==> src/rtl/spr16x2_arb_if.sv <==
// Requester-side command/response bundle for the SPR16X2 access controller.
// One instance per requester; the controller uses the slave view.
interface spr16x2_arb_if;
    logic       req;
    logic       we;
    logic [3:0] addr;
    logic [1:0] wdata;
    logic       gnt;
    logic       rvalid;

    modport master (
        output req, we, addr, wdata,
        input  gnt, rvalid
    );

    modport slave (
        input  req, we, addr, wdata,
        output gnt, rvalid
    );
endinterface

==> src/rtl/spr16x2_arb.sv <==
// Two-requester access controller for one SPR16X2 single-port 16x2 RAM.
// Arbitrates A/B commands onto the single RAM port, registers every RAM
// drive, returns registered read data and optionally clears the RAM after
// reset before any grant is given.
module spr16x2_arb #(
    parameter bit         CLEAR_ON_RESET = 1'b1,
    parameter logic [1:0] CLEAR_DATA     = 2'b00,
    parameter string      ARB_MODE       = "RR"
) (
    input  logic              ck_i,
    input  logic              rstn_i,
    spr16x2_arb_if.slave      a_if,
    spr16x2_arb_if.slave      b_if,
    output logic [1:0]        rdata_o,
    output logic              busy_o,
    output logic [3:0]        ram_ad_o,
    output logic [1:0]        ram_di_o,
    output logic              ram_wre_o,
    output logic              ram_wpe_o,
    input  logic [1:0]        ram_do_i
);

    // FIXED mode: A always wins when both sides request.
    localparam bit FIXED_C = (ARB_MODE == "FIXED");

    typedef enum logic [0:0] {
        ST_CLR = 1'b0,
        ST_RUN = 1'b1
    } state_t;

    localparam state_t RESET_STATE_C = CLEAR_ON_RESET ? ST_CLR : ST_RUN;

    // Grant selection: returns {gnt_b, gnt_a}. ptr_b=1 means B is favoured
    // on a tie. Nothing is granted unless the block is running.
    function automatic logic [1:0] pick_winner(
        input logic run,
        input logic req_a,
        input logic req_b,
        input logic ptr_b,
        input logic fixed
    );
        logic [1:0] g;
        g = 2'b00;
        if (!run) begin
            g = 2'b00;
        end else if (req_a && req_b) begin
            if (fixed || !ptr_b) begin
                g = 2'b01;
            end else begin
                g = 2'b10;
            end
        end else if (req_a) begin
            g = 2'b01;
        end else if (req_b) begin
            g = 2'b10;
        end else begin
            g = 2'b00;
        end
        return g;
    endfunction

    state_t     state_q,   state_d;
    logic [3:0] cnt_q,     cnt_d;
    logic       ptr_b_q,   ptr_b_d;
    logic [3:0] ram_ad_q,  ram_ad_d;
    logic [1:0] ram_di_q,  ram_di_d;
    logic       ram_wre_q, ram_wre_d;
    logic       ram_wpe_q, ram_wpe_d;
    logic       rd_a_q,    rd_a_d;
    logic       rd_b_q,    rd_b_d;
    logic       rvalid_a_q, rvalid_a_d;
    logic       rvalid_b_q, rvalid_b_d;
    logic [1:0] rdata_q,   rdata_d;

    logic [1:0] gnt_s;
    logic       xfer_a_s;
    logic       xfer_b_s;

    // Combinational grant; held low while reset is asserted and during clear.
    always_comb begin
        gnt_s    = pick_winner(rstn_i && (state_q == ST_RUN),
                               a_if.req, b_if.req, ptr_b_q, FIXED_C);
        xfer_a_s = a_if.req & gnt_s[0];
        xfer_b_s = b_if.req & gnt_s[1];
    end

    // Next-state logic: clear sequencer, RAM port drive, pointer and read pipe.
    always_comb begin
        state_d    = state_q;
        cnt_d      = cnt_q;
        ptr_b_d    = ptr_b_q;
        ram_ad_d   = ram_ad_q;
        ram_di_d   = ram_di_q;
        ram_wre_d  = 1'b0;
        ram_wpe_d  = 1'b1;
        rd_a_d     = 1'b0;
        rd_b_d     = 1'b0;
        // A read issued last cycle has its address on the RAM now; its
        // asynchronous output is captured here together with the valid pulse.
        rvalid_a_d = rd_a_q;
        rvalid_b_d = rd_b_q;
        if (rd_a_q || rd_b_q) begin
            rdata_d = ram_do_i;
        end else begin
            rdata_d = rdata_q;
        end

        case (state_q)
            ST_CLR: begin
                ram_ad_d  = cnt_q;
                ram_di_d  = CLEAR_DATA;
                ram_wre_d = 1'b1;
                if (cnt_q == 4'd15) begin
                    state_d = ST_RUN;
                    cnt_d   = 4'd0;
                end else begin
                    state_d = ST_CLR;
                    cnt_d   = cnt_q + 4'd1;
                end
            end
            ST_RUN: begin
                if (xfer_a_s) begin
                    ram_ad_d  = a_if.addr;
                    ram_di_d  = a_if.wdata;
                    ram_wre_d = a_if.we;
                    rd_a_d    = ~a_if.we;
                    ptr_b_d   = 1'b1;
                end else if (xfer_b_s) begin
                    ram_ad_d  = b_if.addr;
                    ram_di_d  = b_if.wdata;
                    ram_wre_d = b_if.we;
                    rd_b_d    = ~b_if.we;
                    ptr_b_d   = 1'b0;
                end else begin
                    ram_wre_d = 1'b0;
                end
            end
            default: begin
                state_d = RESET_STATE_C;
                cnt_d   = 4'd0;
            end
        endcase
    end

    // State and output registers with synchronous active-low reset.
    always_ff @(posedge ck_i) begin
        if (!rstn_i) begin
            state_q    <= RESET_STATE_C;
            cnt_q      <= 4'd0;
            ptr_b_q    <= 1'b0;
            ram_ad_q   <= 4'd0;
            ram_di_q   <= 2'b00;
            ram_wre_q  <= 1'b0;
            ram_wpe_q  <= 1'b0;
            rd_a_q     <= 1'b0;
            rd_b_q     <= 1'b0;
            rvalid_a_q <= 1'b0;
            rvalid_b_q <= 1'b0;
            rdata_q    <= 2'b00;
        end else begin
            state_q    <= state_d;
            cnt_q      <= cnt_d;
            ptr_b_q    <= ptr_b_d;
            ram_ad_q   <= ram_ad_d;
            ram_di_q   <= ram_di_d;
            ram_wre_q  <= ram_wre_d;
            ram_wpe_q  <= ram_wpe_d;
            rd_a_q     <= rd_a_d;
            rd_b_q     <= rd_b_d;
            rvalid_a_q <= rvalid_a_d;
            rvalid_b_q <= rvalid_b_d;
            rdata_q    <= rdata_d;
        end
    end

    assign a_if.gnt    = gnt_s[0];
    assign b_if.gnt    = gnt_s[1];
    assign a_if.rvalid = rvalid_a_q;
    assign b_if.rvalid = rvalid_b_q;
    assign rdata_o     = rdata_q;
    assign busy_o      = (state_q == ST_CLR);
    assign ram_ad_o    = ram_ad_q;
    assign ram_di_o    = ram_di_q;
    assign ram_wre_o   = ram_wre_q;
    assign ram_wpe_o   = ram_wpe_q;

endmodule

==> src/flat_wrapper.sv <==
// flat-port wrapper written by rule: the top's interface ports become plain ports
module spr16x2_arb_flat 
#(
    parameter bit         CLEAR_ON_RESET = 1'b1,
    parameter logic [1:0] CLEAR_DATA     = 2'b00,
    parameter string      ARB_MODE       = "  "
)
  (ck_i, rstn_i, rdata_o, busy_o, ram_ad_o, ram_di_o, ram_wre_o, ram_wpe_o, ram_do_i, a_if_req, a_if_we, a_if_addr, a_if_wdata, a_if_gnt, a_if_rvalid, b_if_req, b_if_we, b_if_addr, b_if_wdata, b_if_gnt, b_if_rvalid);
  spr16x2_arb_if a_if_i ();
  spr16x2_arb_if b_if_i ();
  input  logic ck_i;
  input  logic rstn_i;
  output logic [1:0] rdata_o;
  output logic busy_o;
  output logic [3:0] ram_ad_o;
  output logic [1:0] ram_di_o;
  output logic ram_wre_o;
  output logic ram_wpe_o;
  input  logic [1:0] ram_do_i;
  input wire logic [$bits(a_if_i.req)-1:0] a_if_req;
  input wire logic [$bits(a_if_i.we)-1:0] a_if_we;
  input wire logic [$bits(a_if_i.addr)-1:0] a_if_addr;
  input wire logic [$bits(a_if_i.wdata)-1:0] a_if_wdata;
  output wire logic [$bits(a_if_i.gnt)-1:0] a_if_gnt;
  output wire logic [$bits(a_if_i.rvalid)-1:0] a_if_rvalid;
  input wire logic [$bits(b_if_i.req)-1:0] b_if_req;
  input wire logic [$bits(b_if_i.we)-1:0] b_if_we;
  input wire logic [$bits(b_if_i.addr)-1:0] b_if_addr;
  input wire logic [$bits(b_if_i.wdata)-1:0] b_if_wdata;
  output wire logic [$bits(b_if_i.gnt)-1:0] b_if_gnt;
  output wire logic [$bits(b_if_i.rvalid)-1:0] b_if_rvalid;
  assign a_if_i.req = a_if_req;
  assign a_if_i.we = a_if_we;
  assign a_if_i.addr = a_if_addr;
  assign a_if_i.wdata = a_if_wdata;
  assign a_if_gnt = a_if_i.gnt;
  assign a_if_rvalid = a_if_i.rvalid;
  assign b_if_i.req = b_if_req;
  assign b_if_i.we = b_if_we;
  assign b_if_i.addr = b_if_addr;
  assign b_if_i.wdata = b_if_wdata;
  assign b_if_gnt = b_if_i.gnt;
  assign b_if_rvalid = b_if_i.rvalid;
  spr16x2_arb #(.CLEAR_ON_RESET(CLEAR_ON_RESET), .CLEAR_DATA(CLEAR_DATA), .ARB_MODE(ARB_MODE)) u_core (.ck_i(ck_i), .rstn_i(rstn_i), .a_if(a_if_i), .b_if(b_if_i), .rdata_o(rdata_o), .busy_o(busy_o), .ram_ad_o(ram_ad_o), .ram_di_o(ram_di_o), .ram_wre_o(ram_wre_o), .ram_wpe_o(ram_wpe_o), .ram_do_i(ram_do_i));
endmodule
==> config.mk <==
export PLATFORM = sky130hd
export DESIGN_NAME = spr16x2_arb_flat
export DESIGN_NICKNAME = d
export VERILOG_FILES = /design/src/rtl/spr16x2_arb_if.sv /design/src/rtl/spr16x2_arb.sv /design/src/flat_wrapper.sv
export SDC_FILE = /design/constraint.sdc
export NUM_CORES = 1
export LEC_CHECK = 0
export ABC_AREA = 1
export CORE_MARGIN = 2
export CORE_UTILIZATION = 25
export DETAILED_ROUTE_END_ITERATION = 12
export GPL_ROUTABILITY_DRIVEN = 0
export GPL_TIMING_DRIVEN = 0
export PLACE_DENSITY = 0.47
export RECOVER_POWER = 50
export SLEW_MARGIN = 30
export SYNTH_ARGS = -nofsm -noshare
export SYNTH_HDL_FRONTEND = slang
export SYNTH_SLANG_ARGS = --single-unit
==> constraint.sdc <==
create_clock -name ck_i -period 1.68 [get_ports ck_i]
set_clock_uncertainty 0.2 [all_clocks]
set_input_delay 0.42 -clock ck_i [delete_from_list [all_inputs] [get_ports ck_i]]
set_output_delay 0.42 -clock ck_i [all_outputs]
set_load 0.05 [all_outputs]
==> results.txt, run 1 <==
Max Slew Vio Count = 0
Synth area leaders = dfxtp_1 (42%), inv_1 (11%), nor2_1 (8.4%)
ant diodes = 0
Max IR drop VDD = 0.329 mV
sequential area share after synthesis = 42.5%
Tot Pwr = 928 uW
Die W = 65.4 um
drt drc = 0
cts hold-fix bufs = 0
relative max-transition margin = 81.5%
Max Freq = 595 MHz
Worst R2R Path Depth = 8
RR Endpoint = u_core.ram_ad_o[3]$_SDFFE_PN0P_
Worst setup EP type = primary output
flops & latches, synth = 20
CP Launch Type = flop
first-pass GRT wire length = 3530 um
Synth cell types = 16
PortBufs = 34
Worst-Margin Slew = 0.276 ns
Area Overhead vs Synth = 57.4%
unrepaired setup endpoints after global routing = true
Post-synth EDFFs = 0
outcome = complete, but fails checks
DRT Wirelength = 2160 um
failing checks = setup timing
syn_nets = 153
Fillers = 406
CTS Sinks = 20
FF-to-FF setup slack = 0.23 ns
CP Data Arrival Time = 1.06 ns
Die Ht = 65.4 um
layout cells sized above 1 = 24.7%
routed len/inst = 9.56 um
Final Hold Vio Count = 0
Layout Nets = 201
DR pass1 iterations = 4
total congestion overflow = 0
Synth Warn # = 0
leakage power total = 0.000645 uW
area share of the largest cell type after synthesis = 42.5%
CP peak stage delay = 0.37 ns
Gate Count Post-Synth = 132
Core Region = 3630 um2
htree depth = 1
CP Max Fanout = 4
post-route worst setup slack = -0.00207 ns
period utilization = 100%
pin count of the biggest net entering global routing = 11
Via Count = 919
DRT iter0 DRCs = 24
crit path to = a_if_gnt
Syn Area/Cell = 7.14 um2
clock latency on the worst-skew pair = 0.25 ns
vias in the first global route = 826
final hold slack = 0.151 ns
die area = 4280 um2
Vias per Instance = 4.07
post-layout util = 40.8%
WP data required = 1.06 ns
critical path cell sequence = buf_6 -> nand3_4 -> nor2_4 -> buf_8
dominant synthesized flop cell = dfxtp_1
Async SR Flop Fraction = 0%
Final HPWL DP = 1670 um
CTS tree = built
Max Cap Viol = 0
Max clock buf depth = 2
Hold Path Class = input port to flop
global-route usage over all layers = 10.8%
IO Count = 35
post-synth top area cell = dfxtp_1
CP max stage cell = dfxtp_4
PD cells = 626 nW/um2
Clock Pin Slew Worst Setup and Hold Paths = 0.07 ns
root buffer cell = clkbuf_8
antenna violations before repair = 0
crit path kind = flop to primary output
# setup viols final = 1
Commonest cells post-synth = inv_1 (27), nor2_1 (21), dfxtp_1 (20), nand2_1 (19), nand3_1 (15)
minimum clock period = 1.68 ns
CP Launch Point = u_core.state_q$_SDFF_PN0_
Initial Utilization = 25.9%
synthesized cell area = 942 um2
most frequent cell after synthesis = inv_1
Critical R2R Launch = u_core.state_q$_SDFF_PN0_
std cell rows = 22
Inserted Clock Buffers = 3
Post-DRT Antenna Nets = 0
[critical path, delay by kind of cell, from the launching register on]
kind	cells	cell delay [ns]
simple gates	2	0.18
buf+inv	2	0.27
flops	1	0.37
[sequential cells by signal, summed over array words and instances (netlist names)]
signal,cells
u_core.cnt_q,4
u_core.ram_ad_o,4
u_core.ram_di_o,2
u_core.rdata_o,2
u_core.a_if.rvalid,1
u_core.b_if.rvalid,1
u_core.ptr_b_q,1
u_core.ram_wpe_o,1
u_core.ram_wre_o,1
u_core.rd_a_q,1
u_core.rd_b_q,1
u_core.state_q,1
[per-layer routing]
layer  GRT usage, %  vias up  routed length, um
li1               -      499                  -
met1           13.2      392               1030
met2           17.9       26               1000
met3           2.05        2                100
met4           5.47        0                 27
met5              0        -                  0
[worst min path at each step]
stage,startpoint,endpoint,slack (ns),cells after the start
6_report,rstn_i,u_core.ram_wpe_o$_DFF_P_,0.15,1
5_1_grt,rstn_i,u_core.ram_wpe_o$_DFF_P_,0.15,1
4_1_cts,rstn_i,u_core.ram_wpe_o$_DFF_P_,0.15,1
3_5_place_dp,u_core.rd_b_q$_SDFF_PP0_,u_core.b_if.rvalid$_SDFF_PN0_,0.22,2
3_3_place_gp,u_core.rd_b_q$_SDFF_PP0_,u_core.b_if.rvalid$_SDFF_PN0_,0.22,2
2_1_floorplan,u_core.rd_b_q$_SDFF_PP0_,u_core.b_if.rvalid$_SDFF_PN0_,0.21,2
[area by class of cell]
| type | instances | area [um2] | share of cell area, % |
|---|---|---|---|
| Buffer | 2 | 22.5 | 1.52 |
| Clock buffer | 3 | 41.3 | 2.78 |
| Inverter | 29 | 109 | 7.34 |
| Multi-Input combinational cell | 81 | 430 | 29.0 |
| Sequential cell | 20 | 404 | 27.3 |
| Tap cell | 48 | 60.1 | 4.05 |
| Timing Repair Buffer | 43 | 415 | 28.0 |
[layout by cell type (no fill, tap or decap), drive strengths merged]
master	Yosys	final
inv	28	28
nor2	23	23
nand2	21	21
dfxtp	20	20
nand3	18	18
buf	2	15
clkdlybuf4s50	0	13
a21oi	12	12
clkdlybuf4s15	0	12
clkbuf	0	5
o21ai	4	4
dlygate4sd3	0	3
nor3	2	2
clkinv	1	1
ha	1	1
[cell families after synthesis]
| group | count (synthesis) | share of synthesized area, % |
|---|---|---|
| and+or+nand+nor | 64 | 33.7 |
| DFF | 20 | 42.5 |
| AOI/OAI and AO/OA | 16 | 8.50 |
| adders and majority gates | 1 | 1.33 |
| buffers and inverters | 31 | 13.9 |
[timing repair]
action	CTS	global route
resized for setup	71	3
endpoints found under the setup margin	21	4
setup buffers	8	1
pin swaps	4	1
[metrics by stage]
stage / cell area, um2 / TNS (ns) / instances / setup slack (ns)
finish: 1480 / -0.00207 / 226 / -0.00207
global route: 1480 / -0.0879 / 226 / -0.0632
CTS: 1480 / -0.0536 / 225 / -0.0509
detailed placement: 1350 / -5.74 / 214 / -1.17
global placement: 1350 / -5.67 / 214 / -1.17
floorplan: 945 / 0 / 132 / 0.0365
[power breakdown]
part	switching, uW	internal (uW)
sequential	7.75	485
combinational	66.0	64.1
clock	146	159
total	219	708
No activity file was read; power rests on OpenSTA's default activity.
==> run 2, diff against run 1 <==
- CORE_UTILIZATION: 25 -> 43
- GPL_ROUTABILITY_DRIVEN: 0 -> unset
- PLACE_DENSITY: 0.47 -> 0.75
==> run 2 against run 1 <==
Net effect: the flow still finishes with violations (setup timing); clock power shrank 9.8%; wire length shrank 5.7%; global-route usage grew 6.8 points.
==> results.txt, run 2 (synthesized netlist as in run 1, its figures left out) <==
Hold Path Class = input port to flop
std cell rows = 16
commonest cells after routing, fill and taps aside = inv_1 (27), nor2_1 (19), dfxtp_1 (19)
ant diodes = 0
DRT Wirelength = 2040 um
Non-Filler Instances = 207
layout cells sized above 1 = 23.9%
Max Freq = 583 MHz
Vias per Instance = 4.57
outcome = complete, but fails checks
CP Launch Type = input port
Clock Pin Slew Worst Setup and Hold Paths = 0.11 ns
failing checks = setup timing
CP Data Arrival Time = 1.10 ns
GPL Wtd Cong = 0.720
Initial Utilization = 46.6%
clock latency on the worst-skew pair = 0.29 ns
Critical Path Most Common Cell = nor2_4
Core Region = 2020 um2
# setup viols final = 3
Die Ht = 50.8 um
Inst Count DP = 193
Via Count = 946
crit path kind = input port to primary output
total congestion overflow = 0
htree depth = 1
Die W = 50.8 um
routed len/inst = 9.85 um
delay-heaviest family, CP = buffers and inverters
CTS tree = built
DR pass1 iterations = 2
Final HPWL DP = 1530 um
CP peak stage delay = 0.23 ns
commonest non-fill, non-tap cell in the layout = inv_1
Worst-Margin Slew = 0.365 ns
CP max stage cell = clkdlybuf4s15_1
DRT iter0 DRCs = 6
Final Hold Vio Count = 0
first-pass GRT wire length = 3550 um
PD cells = 619 nW/um2
unrepaired setup endpoints after global routing = true
Fillers = 160
Post-DRT Antenna Nets = 0
critical path cell sequence = clkdlybuf4s15_1 -> inv_2 -> nor2_4 -> nor2_4 -> buf_6
leakage power total = 0.000651 uW
Worst setup EP type = primary output
WP data required = 1.06 ns
Layout Nets = 202
Area Overhead vs Synth = 54.4%
IO Count = 35
minimum clock period = 1.72 ns
pin count of the biggest net entering global routing = 12
Max IR drop VDD = 0.380 mV
root buffer cell = clkbuf_4
die area = 2580 um2
post-layout util = 72.0%
Inserted Clock Buffers = 3
antenna violations before repair = 0
Max clock buf depth = 2
CTS Sinks = 20
global-route usage over all layers = 17.6%
relative max-transition margin = 75.7%
Buf/Inv on CP = 3
period utilization = 102%
PortBufs = 34
CP Max Fanout = 2
post-route worst setup slack = -0.0357 ns
Max Cap Viol = 0
Max Slew Vio Count = 0
vias in the first global route = 908
drt drc = 0
[run 2: path summary, 6_finish.rpt]
path,from,endpoint,slack [ns],cells past startpoint
max,a_if_req,b_if_gnt,-0.04,5
min,rstn_i,u_core.ram_wpe_o$_DFF_P_,0.11,1
min reg2reg,u_core.rd_b_q$_SDFF_PP0_,u_core.b_if.rvalid$_SDFF_PN0_,0.24,2
max reg2reg,u_core.state_q$_SDFF_PN0_,u_core.ram_di_o[1]$_SDFFE_PN0P_,0.31,7
[run 2: metal layers]
layer  GRT usage [%]  part of all wire [%]  routed length (um)  up-vias
met5               0                     0                   0        -
met4            5.86                  0.39                   8        0
met3            1.75                   5.5                 113        2
met2            31.6                    48                 988       26
met1            21.9                    45                 927      414
li1                -                     -                   -      504
[run 2: cell type report]
| class | instances | area [um2] | area share (%) |
|---|---|---|---|
| buffer | 2 | 22.5 | 1.55 |
| sequential | 20 | 402 | 27.6 |
| tap | 27 | 33.8 | 2.32 |
| multi-input combinational | 81 | 435 | 29.9 |
| timing repair buffer | 44 | 417 | 28.6 |
| inverter | 29 | 109 | 7.48 |
| clock buffer | 4 | 36.3 | 2.49 |
[run 2: worst reg2reg max path, cell delays in order, from the launching register on]
cell and delay (ns):
dfxtp_2 0.34, buf_4 0.14, nand3_4 0.06, buf_4 0.15, nand3_2 0.13, inv_1 0.11
nand2_1 0.06, a21oi_1 0.13
[run 2: repair_timing]
| item | 4_1_cts | 5_1_grt |
|---|---|---|
| buffers inserted | 6 | 4 |
| endpoints found under the setup margin | 15 | 5 |
| hold buffers | 0 | 0 |
| resized for setup | 68 | 8 |
| pin swaps | 4 | 3 |
[run 2: through the flow]
stage	hold slack (ns)	TNS, ns	worst slack, ns	cell area, um2	power, uW
after detailed placement	0.224	-5.47	-1.16	1320	636
after floorplan	0.214	0	0.0365	945	567
after CTS	0.203	-0.206	-0.108	1440	909
final	0.107	-0.0835	-0.0357	1460	901
after global placement	0.220	-5.25	-1.16	1320	634
after global routing	0.102	-0.224	-0.0865	1460	940
[run 2: report_power, final]
part | internal, uW | switching [uW] | total [uW]
clock network | 132 | 143 | 275
registers | 487 | 7.74 | 495
logic | 64.7 | 66.8 | 131
==> run 3, diff against run 2 <==
- TNS_END_PERCENT: unset -> 30
==> results of run 3 <==
Same layout as run 2: the final DEF is identical, and so are final timing and power.
